--- src/rtl/fetch_pkg.sv ---
// Shared types and constants for the instruction fetch front end.
//   fetch_state_t : fetch FSM states (FETCH, FLUSH)
//   fetch_entry_t : one buffered instruction word together with its PC
//   INST_BYTES    : PC increment per fetched word
//   align_pc()    : forces a redirect target onto a word boundary
package fetch_pkg;
  localparam int INST_BYTES = 4;

  typedef enum logic [0:0] {
    FETCH = 1'b0,
    FLUSH = 1'b1
  } fetch_state_t;

  typedef struct packed {
    logic [31:0] inst;
    logic [31:0] pc;
  } fetch_entry_t;

  function automatic logic [31:0] align_pc(input logic [31:0] a);
    return {a[31:2], 2'b00};
  endfunction
endpackage

--- src/rtl/inst_buffer.sv ---
// Circular instruction FIFO between the memory side and the decoder.
// Ports:
//   clk, rst     : clock, synchronous active-high reset
//   push, wdata  : write one entry (caller guarantees space, or pop this cycle)
//   pop          : drop head entry (ignored when empty)
//   flush        : empty the buffer; wins over push/pop
//   rdata        : head entry, read straight from registered storage
//   full, empty, count : occupancy status
module inst_buffer
  import fetch_pkg::*;
#(
  parameter int DEPTH = 2
) (
  input  logic                     clk,
  input  logic                     rst,
  input  logic                     push,
  input  logic                     pop,
  input  logic                     flush,
  input  fetch_entry_t             wdata,
  output fetch_entry_t             rdata,
  output logic                     full,
  output logic                     empty,
  output logic [$clog2(DEPTH):0]   count
);
  localparam int AW = $clog2(DEPTH);

  fetch_entry_t   r_mem [DEPTH];
  logic [AW-1:0]  r_wr_ptr;
  logic [AW-1:0]  r_rd_ptr;
  logic [AW:0]    r_count;
  logic           w_pop;

  assign w_pop = pop && (r_count != '0);

  // DEPTH is a power of two, so the pointers wrap naturally.
  always_ff @(posedge clk) begin
    if (rst) begin
      r_wr_ptr <= '0;
      r_rd_ptr <= '0;
      r_count  <= '0;
      for (int i = 0; i < DEPTH; i++) r_mem[i] <= '0;
    end else if (flush) begin
      r_wr_ptr <= '0;
      r_rd_ptr <= '0;
      r_count  <= '0;
    end else begin
      if (push) begin
        r_mem[r_wr_ptr] <= wdata;
        r_wr_ptr        <= r_wr_ptr + 1'b1;
      end
      if (w_pop) r_rd_ptr <= r_rd_ptr + 1'b1;
      r_count <= r_count + {{AW{1'b0}}, push} - {{AW{1'b0}}, w_pop};
    end
  end

  assign rdata = r_mem[r_rd_ptr];
  assign count = r_count;
  assign full  = (r_count == (AW+1)'(DEPTH));
  assign empty = (r_count == '0);
endmodule

--- src/rtl/fetch_unit.sv ---
// Instruction fetch front end: owns the PC, issues word reads to instruction
// memory, buffers returned words and hands {inst, inst_pc} to the decoder.
// Ports:
//   clk, rst                    : clock, synchronous active-high reset
//   imem_req/imem_addr          : read request, held stable until imem_ack
//   imem_ack/imem_rdata         : transfer completes on req && ack
//   redirect_valid/redirect_pc  : taken branch/jump from execute
//   inst_valid/inst/inst_pc     : buffer head to decoder
//   inst_ready                  : decoder consumes head this cycle
// Optional (macro FETCH_PERF_EN):
//   perf_fetched : words pushed into the buffer
//   perf_stall   : cycles with imem_req && !imem_ack
module fetch_unit
  import fetch_pkg::*;
#(
  parameter logic [31:0] RESET_PC  = 32'h0000_0000,
  parameter int          BUF_DEPTH = 2
) (
  input  logic        clk,
  input  logic        rst,
  output logic        imem_req,
  output logic [31:0] imem_addr,
  input  logic        imem_ack,
  input  logic [31:0] imem_rdata,
  input  logic        redirect_valid,
  input  logic [31:0] redirect_pc,
  output logic        inst_valid,
  output logic [31:0] inst,
  output logic [31:0] inst_pc,
  input  logic        inst_ready
`ifdef FETCH_PERF_EN
  ,
  output logic [31:0] perf_fetched,
  output logic [31:0] perf_stall
`endif
);
  localparam int CW = $clog2(BUF_DEPTH) + 1;

  fetch_state_t r_state, w_next_state;
  logic [31:0]  r_pc, r_pend_pc;
  logic         w_pop, w_push, w_xfer, w_full, w_empty;
  logic [CW-1:0] w_count;
  fetch_entry_t w_wdata, w_head;

  assign w_pop   = inst_valid && inst_ready;
  assign w_xfer  = imem_req && imem_ack;
  // Words acked in FLUSH or alongside a redirect are wrong-path: never pushed.
  assign w_push  = (r_state == FETCH) && w_xfer && !redirect_valid && (!w_full || w_pop);
  assign w_wdata = '{inst: imem_rdata, pc: r_pc};

  inst_buffer #(.DEPTH(BUF_DEPTH)) u_buf (
    .clk   (clk),
    .rst   (rst),
    .push  (w_push),
    .pop   (w_pop),
    .flush (redirect_valid),
    .wdata (w_wdata),
    .rdata (w_head),
    .full  (w_full),
    .empty (w_empty),
    .count (w_count)
  );

  // State register
  always_ff @(posedge clk) begin
    if (rst) r_state <= FETCH;
    else     r_state <= w_next_state;
  end

  // Next-state logic: a redirect that lands on an outstanding request must
  // wait for that request's ack before the new PC can be issued.
  always_comb begin
    w_next_state = r_state;
    case (r_state)
      FETCH: if (redirect_valid && imem_req && !imem_ack) w_next_state = FLUSH;
      FLUSH: if (w_xfer) w_next_state = FETCH;
      default: w_next_state = FETCH;
    endcase
  end

  // Outputs. A request raised for a free slot stays raised: occupancy only
  // drops without an ack. A request raised by a pop when full likewise finds
  // a free slot next cycle. FLUSH always holds its pending request.
  always_comb begin
    imem_req = 1'b0;
    if (!rst) begin
      case (r_state)
        FETCH:   imem_req = (w_count < CW'(BUF_DEPTH)) || w_pop;
        FLUSH:   imem_req = 1'b1;
        default: imem_req = 1'b0;
      endcase
    end
  end

  assign imem_addr  = r_pc;
  assign inst_valid = !w_empty;
  assign inst       = w_head.inst;
  assign inst_pc    = w_head.pc;

  // PC and pending-redirect target. r_pc is the address on the bus, so it
  // must not move while a request is outstanding in FLUSH.
  always_ff @(posedge clk) begin
    if (rst) begin
      r_pc      <= RESET_PC;
      r_pend_pc <= '0;
    end else if (r_state == FETCH) begin
      if (redirect_valid) begin
        if (imem_req && !imem_ack) r_pend_pc <= align_pc(redirect_pc);
        else                       r_pc      <= align_pc(redirect_pc);
      end else if (w_xfer) begin
        r_pc <= r_pc + 32'(INST_BYTES);
      end
    end else begin
      // Last redirect wins, including one arriving on the ack cycle.
      if (w_xfer)              r_pc      <= redirect_valid ? align_pc(redirect_pc) : r_pend_pc;
      else if (redirect_valid) r_pend_pc <= align_pc(redirect_pc);
    end
  end

`ifdef FETCH_PERF_EN
  always_ff @(posedge clk) begin
    if (rst) begin
      perf_fetched <= '0;
      perf_stall   <= '0;
    end else begin
      if (w_push)                perf_fetched <= perf_fetched + 32'd1;
      if (imem_req && !imem_ack) perf_stall   <= perf_stall + 32'd1;
    end
  end
`endif
endmodule

--- config.mk ---
export PLATFORM = sky130hd
export DESIGN_NAME = fetch_unit
export DESIGN_NICKNAME = d
export VERILOG_FILES = /design/src/rtl/fetch_pkg.sv /design/src/rtl/inst_buffer.sv /design/src/rtl/fetch_unit.sv
export SDC_FILE = /design/constraint.sdc
export NUM_CORES = 1
export LEC_CHECK = 0
export ABC_AREA = 0
export ABC_CLOCK_PERIOD_IN_PS = 5550
export CORE_UTILIZATION = 56
export CTS_CLUSTER_DIAMETER = 60
export CTS_CLUSTER_SIZE = 16
export DETAILED_ROUTE_END_ITERATION = 10
export GPL_TIMING_DRIVEN = 1
export PLACE_DENSITY = 0.95
export SYNTH_ARGS = -nofsm -noshare
export SYNTH_HDL_FRONTEND = slang
export SYNTH_SLANG_ARGS = --single-unit
--- constraint.sdc ---
create_clock -name clk -period 5.55 [get_ports clk]
set_clock_uncertainty 0.05 [all_clocks]
set_input_delay 1.11 -clock clk [delete_from_list [all_inputs] [get_ports clk]]
set_output_delay 1.11 -clock clk [all_outputs]
set_load 0.1 [all_outputs]
Word level (Yosys, flattened, before mapping)
Memories as Yosys holds them, arrays and structs flattened. A register that Yosys moved wholly into a read port is not among the register bits.
Cells that the tools add are included.
{"block": "word_totals", "ff_bits": 69, "mem_bits_rw": 128, "wordCells": 68, "output_inout_bits": 98, "input_bits": 69, "mem_count": 1}
{"block": "classes", "n_mux": 26, "bitwise_logic": 1, "add_sub_neg": 5, "n_eq_ne": 4, "magnitude_cmp": 1, "reduce_logical": 24}
{"name": "u_buf.r_mem", "depth": 2, "width": 64, "read_ports": 1, "rd_ports_with_merged_regs": 1, "write_ports": 2, "line_no": "inst_buffer.sv:27", "source": "fetch_entry_t r_mem [DEPTH];"}
{"cell": "32-bit two-way mux", "n": 10}
{"cell": "64-bit two-way mux", "n": 1}
{"cell": "64-bit OR reduction", "n": 1}
{"cell": "32-bit by 3-bit adder with 32-bit output, second input constant", "n": 1}
{"cell": "1-bit two-way mux", "n": 13}
{"cell": "1-bit logical AND", "n": 9}
{"cell": "2-bit nonzero test", "n": 4}
{"cell": "3-bit AND reduction", "n": 2}
{"cell": "1-bit logical NOT", "n": 4}
{"cell": "1-bit one-hot mux with 2 select lines", "n": 2}
{"cell": "3-bit != test, second input constant", "n": 1}
{"cell": "1-bit adder, second input constant", "n": 2}
{"cell": "2-bit by 1-bit adder with 2-bit output", "n": 1}
{"cell": "2-bit equality test, second input constant", "n": 1}
{"cell": "2-bit logical NOT", "n": 1}
{"cell": "1-bit logical OR", "n": 2}
{"cell": "2-bit less-than comparator, second input constant", "n": 1}
{"cell": "2-bit by 1-bit != test with 1-bit output, second input constant", "n": 1}
{"cell": "2-bit != test, second input constant", "n": 1}
{"cell": "2-bit OR reduction", "n": 1}
{"cell": "2-bit by 1-bit subtractor with 2-bit output", "n": 1}
{"cell": "1-bit inverter", "n": 1}

Logic depth before layout (Yosys ltp)
{"block": "logic_depth", "ltp_word": 16, "depth_mapped": 12, "depth_no_buf": 8}

By module
Synthesis repeated with hierarchy kept, for this count alone.
{"block": "hier_totals", "cells_unflattened": 880, "area_unflattened_um2": 9680.5}
{"mod": "inst_buffer", "instances": 1, "seq_area_each_um2": 3943.8, "area_per_inst_um2": 5959.5, "cells_each": 382}
{"mod": "fetch_unit", "instances": 1, "seq_area_each_um2": 1301.2, "area_per_inst_um2": 3721.1, "cells_each": 498}

Least setup slack after synthesis
Ideal clock, no wire load.
{"block": "synth_path", "kind": "in2out", "start": "input rst", "end": "output imem_req", "setup_slack_ps": 1428, "arrival_ps": 2962, "n_path_buf": 3, "path_stages": 4, "path_cell_list": "clkbuf_1 clkbuf_1 buf_1 nor2_1"}
{"block": "synth_via", "elab_chain_len": 1}
{"element": "start, declared", "line_no": "fetch_unit.sv:20", "source": "input logic rst,"}
{"element": "1-bit two-way mux", "line_no": "fetch_unit.sv:86", "source": "if (!rst) begin"}
{"element": "end, declared", "line_no": "fetch_unit.sv:21", "source": "output logic imem_req,"}
No other way between the ends.

Worst setup path after layout
{"block": "layout_path", "start": "input inst_ready", "end": "output imem_req"}
{"block": "layout_via", "elab_chain_len": 4}
{"element": "start, declared", "line_no": "fetch_unit.sv:30", "source": "input logic inst_ready"}
{"element": "1-bit logical AND", "line_no": "fetch_unit.sv:45", "source": "assign w_pop = inst_valid && inst_ready;"}
{"element": "1-bit logical OR", "line_no": "fetch_unit.sv:88", "source": "FETCH: imem_req = (w_count < CW'(BUF_DEPTH)) || w_pop;"}
{"element": "1-bit one-hot mux with 2 select lines", "line_no": "fetch_unit.sv:87", "source": "case (r_state)"}
{"element": "1-bit two-way mux", "line_no": "fetch_unit.sv:86"}
No other way between the ends.

==> impl_metrics.yaml <==
status:
  status: "completed"
power_and_ir_drop:
  internal_power_w: 0.00254
  p_clk_share_pct: 34.0
  switchingPower_w: 0.00108
  p_seq_share_pct: 46.8
  vdd_ir_drop_max_v: 0.000236
  p_leak_nw: 4.13
  pwr-share-comb_pct: 19.2
  switching_share_pct: 29.8
  power_density_nw_per_um2: 312
layout:
  stdcell_count: 1218
  num-fill-cells: 1077
  regArea_sq_um: 5250
  multiInputGateArea_sq_um: 3690
  final_area_sq_um: 11600
  area_growth_pct: 24.7
  nets: 1061
  insertedDiodeCount: 0
  layout-drive-gt1-share_pct: 12.7
yosys:
  async_flop_share_pct: 0
  yosysTopAreaCell: "edfxtp_1"
  yosys-top-cells-count: "edfxtp_1, and2_1, nand2_1"
  syn_inst: 862
  ys_ff_latch: 198
  syn_avg_cell_area_sq_um: 10.8
  synthFlopType: "edfxtp_1"
  yosys_warnings: 0
  synth_edf_count: 128
  ys_seq_area_share_pct: 56.5
  syn_area_sq_um: 9280
  synth.area.top_cells: "edfxtp_1, dfxtp_1, mux2_2"
  syn-num-nets: 934
  synth_most_common_cell: "edfxtp_1"
  synth_top_area_share_pct: 41.4
  synth.distinct_cells: 60
worst_setup_path:
  worstSetupStartpointType: "input port"
  slowest_delay_ns: 0.99
  cp_slowest_cell: "clkdlybuf4s50_1"
  critPathCaptureType: "output port"
  crit_fanout: 4
  crit_required_ns: 4.39
  worstSetupPathType: "in -> out"
  crit_arrival_ns: 3.22
  crit_top_cell: "clkdlybuf4s50_1"
  crit_chain: "clkdlybuf4s50_1, nor3b_1, nor2_1, clkdlybuf4s50_1"
global_routing:
  grt_antenna_before_repair: 0
  grt_pass1_wl_mm: 33.2
  grtUsageTotal_pct: 25.8
  grt_pass1_vias: 6746
  grt_max_degree: 54
  gr-total-overflow: 0
timing:
  hold_viol_final: 0
  min_period_ns: 4.38
  layout_setup_ws_ns: 1.17
  hold_ws_ns: 0.402
  relSlewSlack_pct: 13.8
  timing.fmax_mhz: 228
  setup_viol: 0
  worst_pin_slew_ns: 1.28
  rsz0062_at_grt: "no"
  tns_ns: 0
  finalMaxSlewViolations: 0
  period_share_pct: 78.9
route:
  dr.first_iter.drc_count: 535
  drtAntennaViolNets: 0
  vias_per_cell: 5.79
  vias: 7051
  drc: 0
  avgRoutedWirePerCell_microns: 17.5
  first_pass_iters: 6
  wirelength_mm: 21.3
floorplanning:
  die_y_microns: 131
  dieArea_sq_um: 17100
  io_pins: 167
  start_util_pct: 57.8
  rows: 46
  die_w_microns: 131
  core_area_sq_um: 16100
clock_tree:
  cts_tree: "yes"
  worstSkewPairLatency_ns: 0.43
  cts_made_buffers: 17
  clockBufferDepth: 2
  clock-sinks: 198
  cts_resized: 0
  clockRootBuffer: "clkbuf_16"
  cts_hold_buf: 0
  cts.clk_slew.worst_paths_ns: 0.07
  htree_levels: 4
  postCtsSetupBuffers: 0
worst_hold_path:
  hp-class: "reg -> reg"
place:
  place_hpwl_mm: 14.4
  dp.cells: 1186
  place_ws_ns: 1.21
  placed_cell_area_sq_um: 11000
  port_buffers: 164
  gp_congestion: 0.927
job:
  cap_viol_max_count: 0
[cell families after synthesis]
kind of cell,share of synthesized area [%]
flip-flops,56.5
AND/OR/NAND/NOR,20.2
adder cells (fa/ha/maj),0.404
buffers and inverters,3.83
XOR/XNOR,0.849
multiplexers,7.98
AO/OA/AOI/OAI,10.3
[registers in the layout, indices dropped and copies added, names as in the netlist, named ones only]
register and cells:
u_buf.r_mem 128, u_buf.r_wr_ptr 1, r_pend_pc 32, u_buf.r_rd_ptr 1
imem_addr 32, r_state 1, u_buf.count 2
[layer usage]
| metal | part of all wire [%] | track usage, % | wire, microns |
|---|---|---|---|
| met1 | 39 | 31.3 | 8390 |
| met2 | 50 | 44.7 | 10600 |
| met3 | 9.3 | 6.23 | 1990 |
| met4 | 1.5 | 9.06 | 325 |
| met5 | 0 | 0 | 0 |
[worst max-delay path: cells and delay by family]
kind / cells / cell delay (ns)
simple gates: 2 / 0.61
buf+inv: 2 / 1.50
[path summary, 6_finish.rpt]
check | start | to | slack (ns) | cells past startpoint
worst max-delay path | inst_ready | imem_req | 1.17 | 4
worst max register to register | r_state$_SDFF_PP0_ | u_buf.r_mem[1][47]$_SDFFCE_PN0P_ | 1.95 | 6
worst min-delay path | r_pend_pc[8]$_SDFFE_PP0P_ | r_pend_pc[8]$_SDFFE_PP0P_ | 0.40 | 2
worst min register to register | r_pend_pc[8]$_SDFFE_PP0P_ | r_pend_pc[8]$_SDFFE_PP0P_ | 0.40 | 2
[per-stage QoR]
stage | total power (W) | util, %
detailed placement | 0.00242 | 68.5
finish | 0.00362 | 72.1
global placement | 0.00240 | 68.5
CTS | 0.00362 | 72.1
global route | 0.00373 | 72.1
floorplan | 0.00222 | -
[cell type report]
cell class / instances / area share [%]
clock buffers: 19 / 3.74
clock inverters: 13 / 1.34
inverters: 16 / 0.519
multi-input cells: 583 / 31.8
flip-flops and latches: 198 / 45.3
well taps: 216 / 2.33
repair buffers: 173 / 14.9
[layout by cell type (no fill, tap or decap), types with 3 or more instances in the layout]
cell and n:
nor2b_1 3, bufinv_16 3, a31oi_1 13, ha_1 3, xor2_1 4, and4_1 4
nand2b_1 4, edfxtp_1 128, dfxtp_1 69, or2_2 5, and3_1 8, o21ai_2 3
clkbuf_16 17, buf_4 7, a31o_2 3, xnor2_1 5, o21a_1 5, a2bb2oi_1 12
nor4_1 7, or3_1 4, nor2_1 29, and2_1 111, a21oi_1 52, nand4_1 7
nor3_1 41, inv_1 16, nand3_1 9, nand2_1 106, mux2_2 64, clkinv_2 4
o21ai_0 31, nor3b_1 3, a211oi_1 15, clkdlybuf4s50_1 163
[power groups by stage]
stage | combinational (W) | clock, W | sequential (W)
global placement | 0.000683 | 0 | 0.00172
global route | 0.000728 | 0.00130 | 0.00170
floorplan | 0.000394 | 0 | 0.00183
finish | 0.000696 | 0.00123 | 0.00169
detailed placement | 0.000693 | 0 | 0.00172
CTS | 0.000696 | 0.00124 | 0.00169
No activity file was read; power rests on OpenSTA's default activity.
